File: config.mk
export PLATFORM = sky130hd
export DESIGN_NAME = shift_sequencer
export DESIGN_NICKNAME = d
export VERILOG_FILES = /design/src/rtl/alu_pkg.sv /design/src/rtl/shift_stage.sv /design/src/rtl/shift_sequencer.sv
export SDC_FILE = /design/constraint.sdc
export NUM_CORES = 1
export LEC_CHECK = 0
export CAP_MARGIN = 0
export CORE_AREA = 2 2 113 115
export DETAILED_ROUTE_END_ITERATION = 10
export DIE_AREA = 0 0 115 117
export GPL_TIMING_DRIVEN = 0
export PLACE_DENSITY = 0.81
export SETUP_SLACK_MARGIN = 0.5
export SYNTH_ARGS = -nofsm -noshare
export SYNTH_HDL_FRONTEND = slang
export SYNTH_SLANG_ARGS = --single-unit
File: constraint.sdc
create_clock -name clock -period 2.9 [get_ports clock]
set_input_delay 0.58 -clock clock [delete_from_list [all_inputs] [get_ports clock]]
set_output_delay 0.58 -clock clock [all_outputs]
set_load 0.02 [all_outputs]
File: src/rtl/alu_pkg.sv
// ---------------------------------------------------------------------------
// alu_pkg
// Shared definitions for the ALU multicycle units.
//   - shift_type_e : shift-type codes presented on the shift_type port
//   - state_e      : shift sequencer FSM encoding
//   - DEF_*        : default datapath / shift-amount / stage-counter widths
// ---------------------------------------------------------------------------
package alu_pkg;

  localparam int DEF_WIDTH   = 32;
  localparam int DEF_SHAMT_W = 5;
  // The stage counter must be able to hold SHAMT_W itself so that it never
  // wraps after the final SHIFT cycle.
  localparam int DEF_STAGE_W = $clog2(DEF_SHAMT_W + 1);

  typedef enum logic [1:0] {
    SHIFT_SLL     = 2'b00,
    SHIFT_SRA     = 2'b01,
    SHIFT_SRL     = 2'b10,
    SHIFT_ILLEGAL = 2'b11
  } shift_type_e;

  typedef enum logic [1:0] {
    IDLE  = 2'b00,
    SHIFT = 2'b01,
    DONE  = 2'b10
  } state_e;

endpackage : alu_pkg

File: src/rtl/shift_stage.sv
// ---------------------------------------------------------------------------
// shift_stage
// Combinational single-stage shifter: shifts acc by 2^stage in one direction,
// or passes acc through unchanged when enable=0 (or stage is out of range).
// Ports:
//   acc        in  WIDTH    value to shift
//   stage      in  STAGE_W  stage index; distance is 2^stage
//   shift_left in  1        1 = left (zero fill), 0 = right
//   arith      in  1        right shifts fill with acc[WIDTH-1] when set
//   enable     in  1        0 = pass acc through
//   result     out WIDTH    shifted value
// ---------------------------------------------------------------------------
module shift_stage
  import alu_pkg::*;
#(
  parameter int WIDTH   = DEF_WIDTH,
  parameter int SHAMT_W = DEF_SHAMT_W,
  parameter int STAGE_W = DEF_STAGE_W
) (
  input  logic [WIDTH-1:0]   acc,
  input  logic [STAGE_W-1:0] stage,
  input  logic               shift_left,
  input  logic               arith,
  input  logic               enable,
  output logic [WIDTH-1:0]   result
);

  // Fill bit for right shifts. For SRA the accumulator MSB is always the
  // original operand sign, since each stage re-fills with that same bit.
  logic fill;
  assign fill = arith & acc[WIDTH-1];

  logic [WIDTH-1:0] shl [SHAMT_W];
  logic [WIDTH-1:0] shr [SHAMT_W];

  // One fixed-distance left and right stage per power of two.
  generate
    for (genvar gi = 0; gi < SHAMT_W; gi++) begin : g_dist
      localparam int DIST = 1 << gi;
      assign shl[gi] = {acc[WIDTH-1-DIST:0], {DIST{1'b0}}};
      assign shr[gi] = {{DIST{fill}}, acc[WIDTH-1:DIST]};
    end
  endgenerate

  // Stage-select mux.
  always_comb begin
    result = acc;
    if (enable) begin
      for (int i = 0; i < SHAMT_W; i++) begin
        if (stage == STAGE_W'(i)) begin
          result = shift_left ? shl[i] : shr[i];
        end
      end
    end
  end

endmodule : shift_stage

File: src/rtl/shift_sequencer.sv
// ---------------------------------------------------------------------------
// shift_sequencer
// Multicycle barrel-shift controller. One request is resolved one shamt bit
// per cycle (LSB first), applying at most one power-of-two stage per cycle to
// an internal accumulator, and completion is reported with a one-cycle
// data_resultRDY pulse (plus data_exception for the illegal type).
// Ports:
//   clock           in  1        rising-edge clock
//   reset           in  1        asynchronous active-high reset
//   ctrl_shift      in  1        start request, sampled only in IDLE
//   shift_type      in  2        00=SLL 01=SRA 10=SRL 11=illegal
//   data_operand    in  WIDTH    value to shift, sampled with ctrl_shift
//   ctrl_shamt      in  SHAMT_W  shift amount, sampled with ctrl_shift
//   data_result     out WIDTH    result, held until the next completion
//   data_resultRDY  out 1        one-cycle completion pulse
//   data_exception  out 1        high with data_resultRDY for illegal type
//   busy            out 1        high whenever the FSM is not in IDLE
// ---------------------------------------------------------------------------
module shift_sequencer
  import alu_pkg::*;
#(
  parameter int WIDTH   = DEF_WIDTH,
  parameter int SHAMT_W = DEF_SHAMT_W
) (
  input  logic               clock,
  input  logic               reset,
  input  logic               ctrl_shift,
  input  logic [1:0]         shift_type,
  input  logic [WIDTH-1:0]   data_operand,
  input  logic [SHAMT_W-1:0] ctrl_shamt,
  output logic [WIDTH-1:0]   data_result,
  output logic               data_resultRDY,
  output logic               data_exception,
  output logic               busy
);

  localparam int STAGE_W = $clog2(SHAMT_W + 1);

  state_e             state_reg,  state_next;
  logic [WIDTH-1:0]   acc_reg,    acc_next;
  logic [SHAMT_W-1:0] rem_reg,    rem_next;
  logic [STAGE_W-1:0] stage_reg,  stage_next;
  shift_type_e        type_reg,   type_next;
  logic [WIDTH-1:0]   result_reg, result_next;
  logic               rdy_reg,    rdy_next;
  logic               exc_reg,    exc_next;

  logic [WIDTH-1:0]   stage_out;
  logic               stage_left;
  logic               stage_arith;

  assign stage_left  = (type_reg == SHIFT_SLL);
  assign stage_arith = (type_reg == SHIFT_SRA);

  shift_stage #(
    .WIDTH   (WIDTH),
    .SHAMT_W (SHAMT_W),
    .STAGE_W (STAGE_W)
  ) u_stage (
    .acc        (acc_reg),
    .stage      (stage_reg),
    .shift_left (stage_left),
    .arith      (stage_arith),
    .enable     (rem_reg[0]),
    .result     (stage_out)
  );

  // -------------------------------------------------------------------------
  // State register
  // -------------------------------------------------------------------------
  always_ff @(posedge clock or posedge reset) begin
    if (reset) begin
      state_reg  <= IDLE;
      acc_reg    <= '0;
      rem_reg    <= '0;
      stage_reg  <= '0;
      type_reg   <= SHIFT_SLL;
      result_reg <= '0;
      rdy_reg    <= 1'b0;
      exc_reg    <= 1'b0;
    end else begin
      state_reg  <= state_next;
      acc_reg    <= acc_next;
      rem_reg    <= rem_next;
      stage_reg  <= stage_next;
      type_reg   <= type_next;
      result_reg <= result_next;
      rdy_reg    <= rdy_next;
      exc_reg    <= exc_next;
    end
  end

  // -------------------------------------------------------------------------
  // Next-state and output logic
  // -------------------------------------------------------------------------
  always_comb begin
    state_next  = state_reg;
    acc_next    = acc_reg;
    rem_next    = rem_reg;
    stage_next  = stage_reg;
    type_next   = type_reg;
    result_next = result_reg;

    case (state_reg)
      IDLE: begin
        if (ctrl_shift) begin
          acc_next   = data_operand;
          rem_next   = ctrl_shamt;
          type_next  = shift_type_e'(shift_type);
          stage_next = '0;
          // Illegal type skips straight to completion with the operand.
          state_next = (shift_type_e'(shift_type) == SHIFT_ILLEGAL) ? DONE : SHIFT;
        end
      end

      SHIFT: begin
        acc_next   = stage_out;
        rem_next   = rem_reg >> 1;
        stage_next = stage_reg + STAGE_W'(1);
        // Stop as soon as no set bits remain; a zero shamt still spends one
        // SHIFT cycle, which fixes the minimum latency at two.
        if (rem_next == '0) begin
          state_next = DONE;
        end
      end

      DONE: begin
        state_next = IDLE;
      end

      default: begin
        state_next = IDLE;
      end
    endcase

    // Outputs are registered so they appear during the DONE cycle itself;
    // capture the final accumulator on the edge that enters DONE.
    if (state_next == DONE && state_reg != DONE) begin
      result_next = acc_next;
    end
    rdy_next = (state_next == DONE);
    exc_next = (state_next == DONE) && (type_next == SHIFT_ILLEGAL);
  end

  assign data_result    = result_reg;
  assign data_resultRDY = rdy_reg;
  assign data_exception = exc_reg;
  assign busy           = (state_reg != IDLE);

endmodule : shift_sequencer

# [After elaboration in Yosys (flattened, before gate mapping)]
# Index checks and enable logic that the tools add are counted.
[totals] wordCells=53 input_bits=42 out_inout_bits=35 regBits=78
[classes] bitwise_logic=1 n_eq_ne=11 addsub=1 n_reduce_logical=9 muxes=23
[op_table] operator="32-bit two-way mux" count=12
[op_table] operator="32-bit case mux with 2 select lines" count=1
[op_table] operator="2-bit two-way mux" count=5
[op_table] operator="5-bit case mux with 2 select lines" count=1
[op_table] operator="2-bit equality test (second input constant)" count=3
[op_table] operator="3-bit by 2-bit equality test with 1-bit output (second input constant)" count=2
[op_table] operator="3-bit case mux with 2 select lines" count=1
[op_table] operator="5-bit zero test" count=1
[op_table] operator="5-bit two-way mux" count=1
[op_table] operator="2-bit by 1-bit equality test with 1-bit output (second input constant)" count=2
[op_table] operator="2-bit zero test" count=2
[op_table] operator="2-bit inequality test (second input constant)" count=2
[op_table] operator="2-bit case mux with 2 select lines" count=1
[op_table] operator="2-bit nonzero test" count=2
[op_table] operator="3-bit by 1-bit adder with 3-bit output (second input constant)" count=1
[op_table] operator="3-bit by 1-bit equality test with 1-bit output (second input constant)" count=1
[op_table] operator="3-bit equality test (second input constant)" count=1
[op_table] operator="3-bit zero test" count=1
[op_table] operator="3-bit two-way mux" count=1
[op_table] operator="1-bit logical AND" count=2
[op_table] operator="2-bit AND reduction" count=1
[op_table] operator="1-bit bitwise AND" count=1

# [Depth between registers and ports, before layout]
[logic_depth] word_depth=10 depth_mapped=11

# [Hierarchy]
# A second synthesis with hierarchy kept.
[hier_totals] hier_cells=745 area_unflattened_um2=6314.8
[modules_own_cells] mod="shift_sequencer" cells_per_inst=328 area_per_inst_um2=3579.7 instances=1
[modules_own_cells] mod="shift_stage" cells_per_inst=417 area_per_inst_um2=2735.1 instances=1

# [Least setup slack after synthesis]
# Ideal clock, no wire load.
[synth_path] path_type="register -> register" from="register stage_reg[2]" to="register result_reg[24], in the netlist data_result[24]" path_stages_with_launch=11 n_path_buf=3 setup_ps=125 t_arrival_ps=2203 slack_ps=573 cell_sequence="dfrtp_1 > buf_4 > buf_4 > inv_1 > ha_1 > buf_2 > or3b_1 > or3_1 > a31oi_1 > o41ai_2 > mux2_2"
[synth_between] elab_chain_cells=8 word_cells_on_any_way=12 classes_between="4 x eq/ne; 7 x mux; 1 x reduce/logical"
[synth_rtl] item="start: declaration" line="shift_sequencer.sv:42" rtl="logic [STAGE_W-1:0] stage_reg, stage_next;"
[synth_rtl] item="start signal: assignment" line="shift_sequencer.sv:85" rtl="stage_reg <= stage_next;"
[synth_rtl] item="3-bit zero test" line="shift_stage.sv:50" rtl="if (stage == STAGE_W'(i)) begin"
[synth_rtl] item="32-bit two-way mux (4 in series)" line="shift_stage.sv:50"
[synth_rtl] item="32-bit two-way mux *" line="shift_stage.sv:50"
[synth_rtl] item="32-bit two-way mux *" line="shift_stage.sv:48" rtl="if (enable) begin"
[synth_rtl] item="32-bit case mux with 2 select lines *" line="shift_sequencer.sv:104" rtl="case (state_reg)"
[synth_rtl] item="named net acc_next[24]" line="shift_sequencer.sv:40" rtl="logic [WIDTH-1:0] acc_reg, acc_next;"
[synth_rtl] item="end signal: assignment" line="shift_sequencer.sv:87" rtl="result_reg <= result_next;"
[synth_rtl] item="end: declaration" line="shift_sequencer.sv:44" rtl="logic [WIDTH-1:0] result_reg, result_next;"
# Mark *: on every way through the listed nets, which the timed path passes. The rest lies on a longest branch.
# A chain may end at the register's enable or synchronous reset.

# [Worst setup path after layout]
[layout_path] from="register stage_reg[2]" to="register result_reg[14], in the netlist data_result[14]"
# Same word-level chain as after synthesis.

==> run summary <==
status -> complete, no violations
post-synth top area cell -> dfrtp_1
area occupied by multi-input gates -> 0.00475 sq mm
share of power burned in the clock network -> 10.4%
Combinational Power Share -> 71.8%
crit share post-route -> 86.5%
Cell Int Power -> 0.00600 W
Worst Path Arrival -> 2800 ps
IO Count -> 77
Gate Count Post-Synth -> 877
final hold vios -> 0
post-synthesis sequential area ratio -> 28.1%
CTS Buf Count -> 9
initial antenna violation count -> 0
Warnings, synthesis -> 0
Worst Reg2Reg Path Length in Cells -> 8
Initial Util -> 56.5%
final non-filler cell total -> 1134
Sum Neg Setup Slack -> 0 ps
Synth top area share -> 28.1%
die span in y -> 117 um
clock skew -> 16.9 ps
Routed wire per std cell -> 29.3 um
R2R setup slack -> 390 ps
syn nets -> 924
first-pass GRT wire length -> 49.6 mm
Crit Reg-Reg Endpoint -> data_result[14]
Slowest-stage cell, CP -> nor2b_1
share of power burned in registers -> 17.8%
Ant. Diodes -> 0
CP max FO -> 9
Clock Latency Late Sink -> 370 ps
Placed Instances -> 1103
vias in the first global route -> 8301
switching part of the total -> 54.1%
met1 Use GR -> 62.3%
GRT Resource Usage Total -> 49.3%
initial drt markers -> 1803
reg2reg start -> stage_reg[2]
PortBufs -> 75
vias post-DR -> 8669
number of clock sinks -> 78
CP top delay family -> simple AND/OR/NAND/NOR gates
max-slew violations -> 0
required time of the critical path -> 3190 ps
final core utilization -> 71.7%
pin count of the biggest net entering global routing -> 43
H-tree levels -> 3
count leader, synth -> o21ai_0
GR peak layer -> met2
clk buf depth -> 2
Pleak -> 3.40 nW
Worst VDD drop -> 894 uV
relative slew slack -> 43.1%
drt total wl -> 33.3 mm
critical path depth -> 8
DP Wirelength -> 23.5 mm
#FFs+latches synth -> 78
endpoints failing setup -> 0
Yosys cell types -> 68
vias per inst -> 7.64
Nets -> 1026
layout cells sized above 1 -> 20.0%
CTS tree -> yes
fillers -> 1003
WS Path Type -> reg -> reg
Synth Flop Type -> dfrtp_1
row count -> 41
cts hold-fix bufs -> 0
top cells by count, synth -> o21ai_0, dfrtp_1, nand2_1
Psw -> 0.00708 W
met3 usage -> 20.1%
DR DRC count -> 0
Synth area leaders -> dfrtp_1, o21ai_0, a21oi_1
Storage cell area -> 0.00195 sq mm
power density over the cells -> 1480 mW/mm^2
crit path from -> stage_reg[2]
Post-synth EDFFs -> 0
Worst setup EP type -> flip-flop
fmax -> 398 MHz
core area -> 0.0123 sq mm
Critical Path End -> data_result[14]
max_cap viols -> 0
CTS clk-pin slew, worst paths -> 60 ps
CTS root buffer -> clkbuf_16
Fin Hold WS -> 480 ps
CP max stage delay -> 590 ps
Post-synth ARST share -> 100%
Die ar. -> 0.0135 sq mm
Final Wtd Congestion -> 1.19
HP Class -> reg -> reg
worst path cell trace -> buf_6, buf_4, buf_4, nor2b_1, nor3_2, o2111a_1, o31ai_4, mux2_2
post-route minimum period -> 2510 ps
GRT overflow -> 0
DIE WIDTH -> 115 um
Final ANT Viol Nets -> 0
DRT Pass-1 Iters -> 8
met2 Track Usage GR -> 69.5%
P&R area growth vs syn -> 27.0%
nature of the critical path startpoint -> flip-flop
Crit path top cell by count -> buf_4
Worst Tran Pin Value -> 854 ps
RSZ-0062 raised after global routing -> yes
Mapped Avg Cell Area -> 7.93 sq um
Synth Cell Area -> 0.00695 sq mm
WP buf/inv -> 3
==> how the worst min path moves through the flow <==
stage / from / endpoint / slack (ps) / depth (start not counted)
final: data_result[7] / data_result[7] / 480 / 2
after CTS: data_result[7] / data_result[7] / 480 / 2
after global placement: data_result[3] / data_result[3] / 460 / 2
after detailed placement: data_result[7] / data_result[7] / 470 / 2
after global routing: data_result[2] / data_result[2] / 510 / 2
after floorplan: rem_reg[4] / rem_reg[4] / 490 / 2
==> area by class of cell <==
cell class	count	share of cell area, %
timing repair buffer	91	10.1
sequential	78	22.1
clock inverter	6	1.23
buffer	101	7.25
multi-input combinational	685	53.8
inverter	13	0.737
tap	150	2.12
clock buffer	10	2.59
==> layout by cell type (no fill, tap or decap), types with 8 or more instances in the layout <==
cell type / n
a211oi_1: 13
a21oi_1: 54
a22o_1: 19
a22oi_1: 18
a31oi_1: 23
buf_2: 26
buf_4: 30
buf_6: 12
clkbuf_1: 22
clkbuf_16: 9
clkbuf_2: 12
clkbuf_4: 8
clkdlybuf4s50_1: 74
dfrtp_1: 76
mux2i_1: 8
nand2_1: 63
nand3_1: 40
nand4_1: 8
nor2_1: 35
nor2b_1: 25
nor3_1: 24
nor3b_1: 8
nor3b_2: 8
o2111ai_1: 9
o211a_1: 8
o211ai_1: 13
o21a_1: 25
o21ai_0: 94
o21ai_1: 10
o22ai_1: 12
o31ai_1: 9
or3b_1: 14
or3b_2: 8
==> power by group through the flow <==
stage               registers (W)  logic [W]  clock network, W
global placement          0.00224    0.00796                 0
global route              0.00234    0.00972           0.00138
finish                    0.00233    0.00938           0.00136
CTS                       0.00225    0.00839           0.00133
floorplan                 0.00226    0.00508                 0
detailed placement        0.00225    0.00797                 0
==> layer usage <==
metal / part of all wire [%] / vias up / routed length, um
met5: 0 / - / 0
met4: 7.3 / 0 / 2420
met3: 16 / 238 / 5390
met2: 40 / 897 / 13400
met1: 36 / 3960 / 12000
li1: - / 3574 / -
==> tightest hold or removal path: cells and delay by family, from the launching register on <==
family           cells  cell delay [ps]
AO/OA/AOI/OAI        1               60
flip-flops           1              340
AND/OR/NAND/NOR      1               40
==> per-stage QoR <==
stage | total power, W | setup slack, ps | cell area [sq um]
after floorplan | 0.00735 | 573 | 6960
after global placement | 0.0102 | -348 | 7900
after detailed placement | 0.0102 | -254 | 7920
after CTS | 0.0120 | 473 | 8510
after global routing | 0.0134 | 389 | 8830
final | 0.0131 | 390 | 8830
==> kinds of logic after synthesis <==
kind of cell	synth area share (%)
mux	2.45
flops	28.1
buf+inv	8.42
simple gates	22.9
compound gates	37.3
fa+ha+maj	0.900
==> repair_timing <==
action	CTS	global route
pin swaps	8	16
setup buffers	7	8
setup endpoints to repair	67	55
hold endpoints to repair	0	0
resized for setup	57	68
(Power assumes the default switching activity.)
